--- config.mk ---
export PLATFORM = sky130hd
export DESIGN_NAME = instr_fetch_unit
export DESIGN_NICKNAME = d
export VERILOG_FILES = /design/src/rtl/instr_fetch_unit.sv
export SDC_FILE = /design/constraint.sdc
export NUM_CORES = 1
export LEC_CHECK = 0
export CAP_MARGIN = 30
export CORE_ASPECT_RATIO = 0.6
export CORE_UTILIZATION = 50
export DETAILED_ROUTE_END_ITERATION = 12
export PLACE_DENSITY = 0.8
export SLEW_MARGIN = 10
export SYNTH_ARGS = -nofsm -noshare
export SYNTH_HDL_FRONTEND = slang
export SYNTH_SLANG_ARGS = --single-unit
--- constraint.sdc ---
create_clock -name clk -period 2.87 [get_ports clk]
set_input_delay 0.861 -clock clk [delete_from_list [all_inputs] [get_ports clk]]
set_output_delay 0.861 -clock clk [all_outputs]
set_load 0.005 [all_outputs]
--- src/rtl/instr_fetch_unit.sv ---
// Multi-beat instruction fetch unit: owns the PC, reads INSTR_W/DATA_W
// narrow memory beats over a req/valid handshake and assembles them
// little-endian into the instruction register.
module instr_fetch_unit #(
  parameter int                DATA_W   = 8,
  parameter int                INSTR_W  = 32,
  parameter int                ADDR_W   = 8,
  parameter logic [ADDR_W-1:0] RESET_PC = '0
) (
  input  logic               clk,
  input  logic               reset,
  input  logic               start,
  input  logic               pc_load,
  input  logic [ADDR_W-1:0]  pc_next,
  input  logic [DATA_W-1:0]  mem_rdata,
  input  logic               mem_valid,
  output logic               mem_req,
  output logic [ADDR_W-1:0]  mem_addr,
  output logic [ADDR_W-1:0]  pc,
  output logic [INSTR_W-1:0] instr,
  output logic               instr_valid,
  output logic               busy
);

  localparam int BEATS = INSTR_W / DATA_W;
  localparam int BW    = (BEATS > 1) ? $clog2(BEATS) : 1;
  localparam logic [BW-1:0] LAST_BEAT = BW'(BEATS - 1);

  typedef enum logic {
    IDLE,
    FETCH
  } state_t;

  state_t              state, state_n;
  logic [BW-1:0]       beat, beat_n;
  logic [INSTR_W-1:0]  sbuf, sbuf_n;
  logic [INSTR_W-1:0]  merged;
  logic [ADDR_W-1:0]   pc_n;
  logic [INSTR_W-1:0]  instr_n;
  logic                valid_n;

  // State register: all fetch state, cleared asynchronously
  always_ff @(posedge clk or posedge reset) begin
    if (reset) begin
      state       <= IDLE;
      pc          <= RESET_PC;
      beat        <= '0;
      sbuf        <= '0;
      instr       <= '0;
      instr_valid <= 1'b0;
    end else begin
      state       <= state_n;
      pc          <= pc_n;
      beat        <= beat_n;
      sbuf        <= sbuf_n;
      instr       <= instr_n;
      instr_valid <= valid_n;
    end
  end

  // Next-state logic: start/redirect in IDLE, beat capture or abort in FETCH
  always_comb begin
    state_n = state;
    pc_n    = pc;
    beat_n  = beat;
    sbuf_n  = sbuf;
    instr_n = instr;
    valid_n = 1'b0;
    // Shadow buffer with the current beat patched in; on the last beat this
    // is the completed instruction {mem_rdata, lower beats}.
    merged  = sbuf;
    merged[int'(beat)*DATA_W +: DATA_W] = mem_rdata;
    case (state)
      IDLE: begin
        if (pc_load) pc_n = pc_next;
        if (start) begin
          state_n = FETCH;
          beat_n  = '0;
        end
      end
      FETCH: begin
        if (pc_load) begin
          // Redirect wins over any data returned in the same cycle
          pc_n    = pc_next;
          state_n = IDLE;
          beat_n  = '0;
        end else if (mem_valid) begin
          sbuf_n = merged;
          if (beat == LAST_BEAT) begin
            instr_n = merged;
            valid_n = 1'b1;
            pc_n    = pc + ADDR_W'(BEATS);
            beat_n  = '0;
            state_n = IDLE;
          end else begin
            beat_n = beat + 1'b1;
          end
        end
      end
      default: state_n = IDLE;
    endcase
  end

  assign mem_req  = (state == FETCH);
  assign busy     = (state == FETCH);
  assign mem_addr = pc + ADDR_W'(beat);

endmodule

# After elaboration in Yosys (flattened, before gate mapping)
# Index checks and enable logic that the tools add are counted.
dict set report classes {
  addsub 4
  n_eq_ne 5
  shift 2
  mux 20
  n_bitwise 2
  reduce_logical 4
}
# op count
set ops {}
lappend ops {{$neg 5->33} 1}
lappend ops {{$shift 8x33->32 const A} 1}
lappend ops {{$shiftx 8x33->32} 1}
lappend ops {{$bwmux 32} 1}
lappend ops {{$mux 8} 4}
lappend ops {{$pmux 8 s2} 1}
lappend ops {{$add 8x2->8} 1}
lappend ops {{$add 8x3->8 const B} 1}
lappend ops {{$mux 1} 8}
lappend ops {{$mux 2} 4}
lappend ops {{$reduce_and 3->1} 2}
lappend ops {{$ne 2x2->1 const B} 2}
lappend ops {{$pmux 2 s2} 1}
lappend ops {{$reduce_and 4->1} 1}
lappend ops {{$ne 3x2->1 const B} 1}
lappend ops {{$ne 3x3->1 const B} 1}
lappend ops {{$add 2x1->2 const B} 1}
lappend ops {{$eq 2x2->1 const B} 1}
lappend ops {{$not 1->1} 2}
lappend ops {{$pmux 1 s2} 1}
lappend ops {{$reduce_and 2->1} 1}
dict set report totals {
  ff_bits 76
  inputBits 21
  out_inout_bits 51
  elab_cells 43
}

# Logic depth before layout (Yosys ltp)
# Gate-level depths: netlist of run 1.
dict set report depth {
  word_depth 5
  mapped_depth 7
  depth_no_buf 6
}

# Worst setup path after synthesis of run 1
# No wires, ideal clock.
dict set report synth_timing {
  path_kind {register -> output}
  from {register beat[0]}
  to {output mem_addr[6]}
  arrival_ns 1.686
  required_ns 2.009
  slack_ns 0.323
  path_stages_with_launch 7
  n_path_buf 0
  cell_sequence {dfrtp_1 > ha_1 > inv_1 > fa_1 > nand2b_1 > or2_2 > xnor2_1}
}
dict set report synth_between {
  elab_chain_len 1
}
# element line
set synth_lines {}
lappend synth_lines {{start, declared} 35} ;# logic [BW-1:0] beat, beat_n;
lappend synth_lines {{start signal, assigned} 54} ;# beat <= beat_n;
lappend synth_lines {{$add 8x2->8} 106} ;# assign mem_addr = pc + ADDR_W'(beat);
lappend synth_lines {{end, declared} 18} ;# output logic [ADDR_W-1:0] mem_addr,
# Every way passes these cells.

# Worst setup path in the final report of run 1
# Ends and elaborated chain as after synthesis.

==> impl_metrics.yaml, run 1 <==
floorplan:
  start_util_pct: 54.1
  io_pins: 72
  die-area_um2: 6640
  die_w_um: 105
  core_area_um2: 5830
  die_h_um: 63.5
  rows: 21
placed_design:
  gp_congestion: 0.821
  portBuffers: 71
  dpl.hpwl_um: 5530
  post_dp_cell_area_um2: 3980
  post-place-ws_ps: -116
route:
  wl_per_cell_um: 17.2
  vias: 2670
  postRouteAntennaNets: 0
  routed_wl_um: 7840
  drt_iter0_markers: 230
  drc: 0
  viasPerCell: 5.84
  firstDrtPassIters: 5
sta:
  slew_viol_final: 0
  clock_skew_ps: 7.78
  grt_setup_unrepaired: "yes"
  finalCriticalPeriod_ps: 2840
  worst_slack_ps: 33.0
  hold_slack_ps: 477
  setup_tns_ps: 0
  max_freq_mhz: 352
  finalHoldViolCount: 0
  min_period_over_period_pct: 98.8
  slew-limit-headroom_pct: 62.2
  worst_pin_slew_ps: 560
  finalSetupViolCount: 0
clock_network:
  clk_pin_slew_ps: 70
  clockRootBuffer: "clkbuf_8"
  numCtsBuffers: 9
  cts-htree-levels: 3
  cts_tree: "yes"
  clock_path_buffers: 2
  clock-sinks: 68
  postCtsHoldBufs: 0
  clk_latency_ps: 350
global_routing:
  grt_max_degree: 36
  antenna_found_initial: 0
  track_usage_pct: 25.7
  grt_pass1_wl_um: 13000
  gr-total-overflow: 0
  grt_pass1_vias: 2602
outcome:
  status: "completed"
pwr:
  p_per_area_nw_per_um2: 547
  leakagePower_uw: 0.00196
  vdd_ir_drop_max_uv: 385
logic_synthesis:
  synth-edff-count: 0
  ys_types: 43
  syn-cell-area_um2: 3150
  async_reset_ff_share_pct: 100
  netlist_instances: 296
  yosysWarnings: 0
  synth.avg_cell_area_um2: 10.7
  ys.flop_type: "dfrtp_1"
  syn-num-nets: 326
  ys_seq_elements: 68
  ys_seq_area_share_pct: 54.0
finish:
  utilization_pct: 72.7
  stdcell_area_um2: 4240
  fill_cells: 411
  nets: 402
  drive_gt1_share_pct: 12.7
  area_growth_pct: 34.4
  antenna_cells: 0
worst_hold_path:
  hp-class: "reg2reg"
critical_path:
  critical_path.endpoint_type: "output port"
  crit_path_max_fanout: 2
  path_class: "reg2out"
  cp.arrival_ps: 1980
  required_ps: 2010
  cp-start-kind: "register"
flow_run:
  drv_cap: 0
## routing by layer
metal	vias to the layer above	GRT usage, %	routed length (um)
li1	1215	-	-
met1	1304	37.1	3650
met2	137	37.3	3440
met3	14	8.70	680
met4	0	6.25	74
met5	-	0	0
## what timing repair did
action | 4_1_cts | 5_1_grt
gates resized for setup | 7 | 11
buffers inserted | 0 | 3
setup endpoints to repair | 7 | 2
pin swaps | 0 | 3
## stage by stage
step / power [uW] / instances
3_5_place_dp: 1450 / 438
2_1_floorplan: 1260 / 296
6_report: 2320 / 457
3_3_place_gp: 1440 / 438
4_1_cts: 2320 / 454
5_1_grt: 2420 / 457
## worst paths after layout
| path | startpoint | end | slack, ps | cells past startpoint |
|---|---|---|---|---|
| setup / recovery | beat[0] | mem_addr[6] | 30 | 7 |
| hold / removal | instr[25] | instr[25] | 480 | 2 |
| max in group asynchronous | reset | sbuf[8] | 1480 | 3 |
| hold reg to reg | instr[25] | instr[25] | 480 | 2 |
| setup reg to reg | beat[0] | sbuf[10] | 530 | 7 |
| min in group asynchronous | reset | instr[30] | 830 | 2 |
## synth_stat cells (2+ instances only)
master    instances  area, um^2
a21o_1            2        15.0
a21oi_1          19        95.1
a221oi_1         11        96.3
a22o_1           30         263
a311oi_1          2        17.5
a32oi_1           8        70.1
and2_1            2        12.5
and3_1            4        25.0
buf_1             9        33.8
buf_2             9        45.0
clkbuf_1          6        22.5
clkinv_1          2        7.51
dfrtp_1          68        1700
ha_1              8         100
inv_1            11        41.3
mux2_2            2        22.5
nand2_1          16        60.1
nand2b_1          2        12.5
nand3_1           5        25.0
nand3b_1          7        52.6
nand4_1           2        12.5
nor2_1           38         143
nor3_1            2        10.0
nor4bb_1          2        20.0
o21ai_0           5        25.0
xnor2_1           7        61.3
## cell families (layout without fill, tap and decap cells)
| kind of cell | Yosys count | in the layout | synth area share, % |
|---|---|---|---|
| and+or+nand+nor | 89 | 89 | 14.4 |
| AOI/OAI and AO/OA | 80 | 80 | 19.2 |
| DFF | 68 | 68 | 54.0 |
| buffers and inverters | 39 | 120 | 5.36 |
| adders and majority gates | 9 | 9 | 3.81 |
| xor gates and xnor gates | 8 | 8 | 2.22 |
| muxes | 3 | 3 | 1.03 |
## cells in the final DEF (no fill, tap or decap), types with 4 or more instances in the layout
cell and n:
dfrtp_1 68, dlygate4sd2_1 4, inv_1 9, o21ai_0 5, clkbuf_8 9, a32oi_1 8
a22o_1 30, clkdlybuf4s50_1 64, xnor2_1 6, nand3_1 5, nand3b_1 7, a221oi_1 11
nand2_1 16, ha_1 7, buf_4 19, and3_1 4, a21oi_1 19, nor2_1 38
## registers in the layout, summed over array words and instances (netlist names)
name and cells:
instr 32, sbuf 24, instr_valid 1, busy 1
beat 2, pc 8
## cell type report
class                   instances  area, um^2  share of cell area (%)
clock buffers                   9         124                    2.92
clock inverters                 7        98.8                    2.33
inverters                      13        48.8                    1.15
multi-input cells             189        1310                    30.8
flip-flops and latches         68        1700                    40.1
well taps                      80         100                    2.36
repair buffers                 91         861                    20.3
## worst max-delay path: stages, from the launching register on
cell and delay (ps):
dfrtp_1 370, ha_2 200, inv_2 40, fa_2 370
nand2b_4 150, or2_4 230, xnor2_2 140, buf_2 120
## power by group
group	switching (uW)	leakage, uW	internal (uW)
clock network	387	0.000110	493
registers	53.1	0.000921	1020
logic	162	0.000932	198
(Power assumes the default switching activity.)
==> inputs of run 2 (changes only) <==
--- a/config.mk
+++ b/config.mk
@@ -7,8 +7,11 @@
 export LEC_CHECK = 0
 export CAP_MARGIN = 30
 export CORE_ASPECT_RATIO = 0.6
+export CORE_MARGIN = 5
 export CORE_UTILIZATION = 50
+export CTS_CLUSTER_SIZE = 30
 export DETAILED_ROUTE_END_ITERATION = 12
+export GPL_TIMING_DRIVEN = 0
 export PLACE_DENSITY = 0.8
 export SLEW_MARGIN = 10
 export SYNTH_ARGS = -nofsm -noshare
==> impl_metrics.yaml, run 2 (synthesis gave the netlist of run 1 again) <==
outcome:
  status: "completed"
finish:
  fin_cells: 465
  stdcell_area_um2: 4210
  final_common_cell: "dfrtp_1"
  drive_gt1_share_pct: 11.5
  largest_reg_flops: 32
  largest-register: "instr"
  area_growth_pct: 33.6
  final_cell_mix: "67 x dfrtp_1, 56 x clkdlybuf4s50_1, 38 x nor2_1"
  nets: 406
  fill_cells: 488
  utilization_pct: 68.9
  antenna_cells: 0
  reg.largest.list: "instr (32), sbuf (24), pc (8)"
sta:
  min_period_over_period_pct: 98.7
  worst_pin_slew_ps: 647
  grt_setup_unrepaired: "yes"
  finalHoldViolCount: 0
  slew_viol_final: 0
  max_freq_mhz: 353
  finalSetupViolCount: 0
  slew-limit-headroom_pct: 56.5
  clock_skew_ps: 6.05
  hold_slack_ps: 474
  finalCriticalPeriod_ps: 2830
clock_network:
  postCtsHoldBufs: 0
  clockRootBuffer: "clkbuf_8"
  cts-htree-levels: 3
  clock-sinks: 68
  clk_latency_ps: 350
  clk_pin_slew_ps: 80
  cts_tree: "yes"
  numCtsBuffers: 9
  clock_path_buffers: 2
pwr:
  total_power_uw: 2390
  combPwrFrac_pct: 14.8
  power.share.switching_pct: 25.0
  p_per_area_nw_per_um2: 566
  seq_power_share_pct: 44.9
  leakagePower_uw: 0.00195
  power.internal_uw: 1790
  p_clk_share_pct: 40.2
  vdd_ir_drop_max_uv: 345
  power.switching_uw: 595
route:
  firstDrtPassIters: 4
  drt_iter0_markers: 147
  viasPerCell: 5.65
  drc: 0
  vias: 2629
  routed_wl_um: 8070
  wl_per_cell_um: 17.4
  postRouteAntennaNets: 0
critical_path:
  critical_path.endpoint_type: "output port"
  cp-start-kind: "register"
  cp.arrival_ps: 1970
  rr_startpoint: "beat[0]"
  reg2regPathDepth: 9
  required_ps: 2010
  r2r_end: "sbuf[23]"
  crit_path_max_fanout: 2
  reg2reg_slack_ps: 340
  path_class: "reg2out"
global_routing:
  antenna_found_initial: 0
  grt_max_degree: 36
  grt_pass1_vias: 2656
  grt_pass1_wl_um: 13400
  track_usage_pct: 21.2
  gr-total-overflow: 0
placed_design:
  gp_congestion: 0.842
  portBuffers: 63
  dpl.hpwl_um: 5750
  post_dp_cell_area_um2: 3910
  placedCellCount: 444
worst_hold_path:
  hp-start: "instr[31]"
  hold_depth: 2
  hp-class: "reg2reg"
  hold_end: "instr[31]"
floorplan:
  core_area_um2: 6110
  io_pins: 72
  die_h_um: 71.5
  start_util_pct: 51.6
  die-area_um2: 8050
  rows: 22
  die_w_um: 113
flow_run:
  drv_cap: 0
## run 2: cell types whose count changed in the layout (fill, tap and decap cells not counted), moves of 2 or more
cell / previous run / this run
clkinv_4: 2 / 0
buf_2: 1 / 10
buf_4: 19 / 6
clkbuf_1: 0 / 7
buf_1: 0 / 9
clkdlybuf4s50_1: 64 / 56
## run 2: power groups by stage
stage / Combinational, uW / Sequential [uW] / Clock (uW)
final: 354 / 1070 / 960
after global routing: 391 / 1080 / 1010
after CTS: 350 / 1070 / 979
after detailed placement: 344 / 1090 / 0
after global placement: 333 / 1090 / 0
after floorplan: 173 / 1080 / 0
## run 2: critical path, stage by stage, from the launching register on
cell and delay [ps]:
dfrtp_2 410, ha_4 140, inv_2 40, fa_2 390
nand2b_4 160, or2_4 230, xnor2_2 140, buf_2 120
## run 2: worst max-delay path by stage
stage	slack (ps)	to	start
floorplan	300	beat[0]	reset
global placement	-840	instr[21]	reset
detailed placement	-310	mem_addr[6]	beat[0]
global route	-50	mem_addr[6]	pc[0]
CTS	-120	mem_addr[6]	beat[0]
finish	40	mem_addr[6]	beat[0]
## run 2: layer usage
metal | wire length, um | global-route usage [%] | vias up
met3 | 583 | 6.08 | 12
met4 | 103 | 5.87 | 0
met2 | 3530 | 31.9 | 98
li1 | - | - | 1225
met5 | 0 | 0 | -
met1 | 3850 | 30.4 | 1294
## run 2: what timing repair did
item,in CTS,in global routing
buffers inserted,3,2
endpoints found under the setup margin,7,2
pin swaps,0,3
gates resized for setup,9,9
## run 2: through the flow
stage          setup WS, ps  TNS (ps)
2_1_floorplan           297         0
3_3_place_gp           -845    -57600
3_5_place_dp           -314      -359
4_1_cts                -117      -117
5_1_grt               -53.6     -53.6
6_report               37.9         0
## run 2: layout make-up
class	count	area (um^2)	share of cell area, %
sequential	68	1700	40.4
multi-input combinational	189	1320	31.2
timing repair buffer	69	679	16.1
clock buffer	10	128	3.03
buffer	26	120	2.85
clock inverter	6	111	2.64
tap	84	105	2.49
inverter	13	51.3	1.22
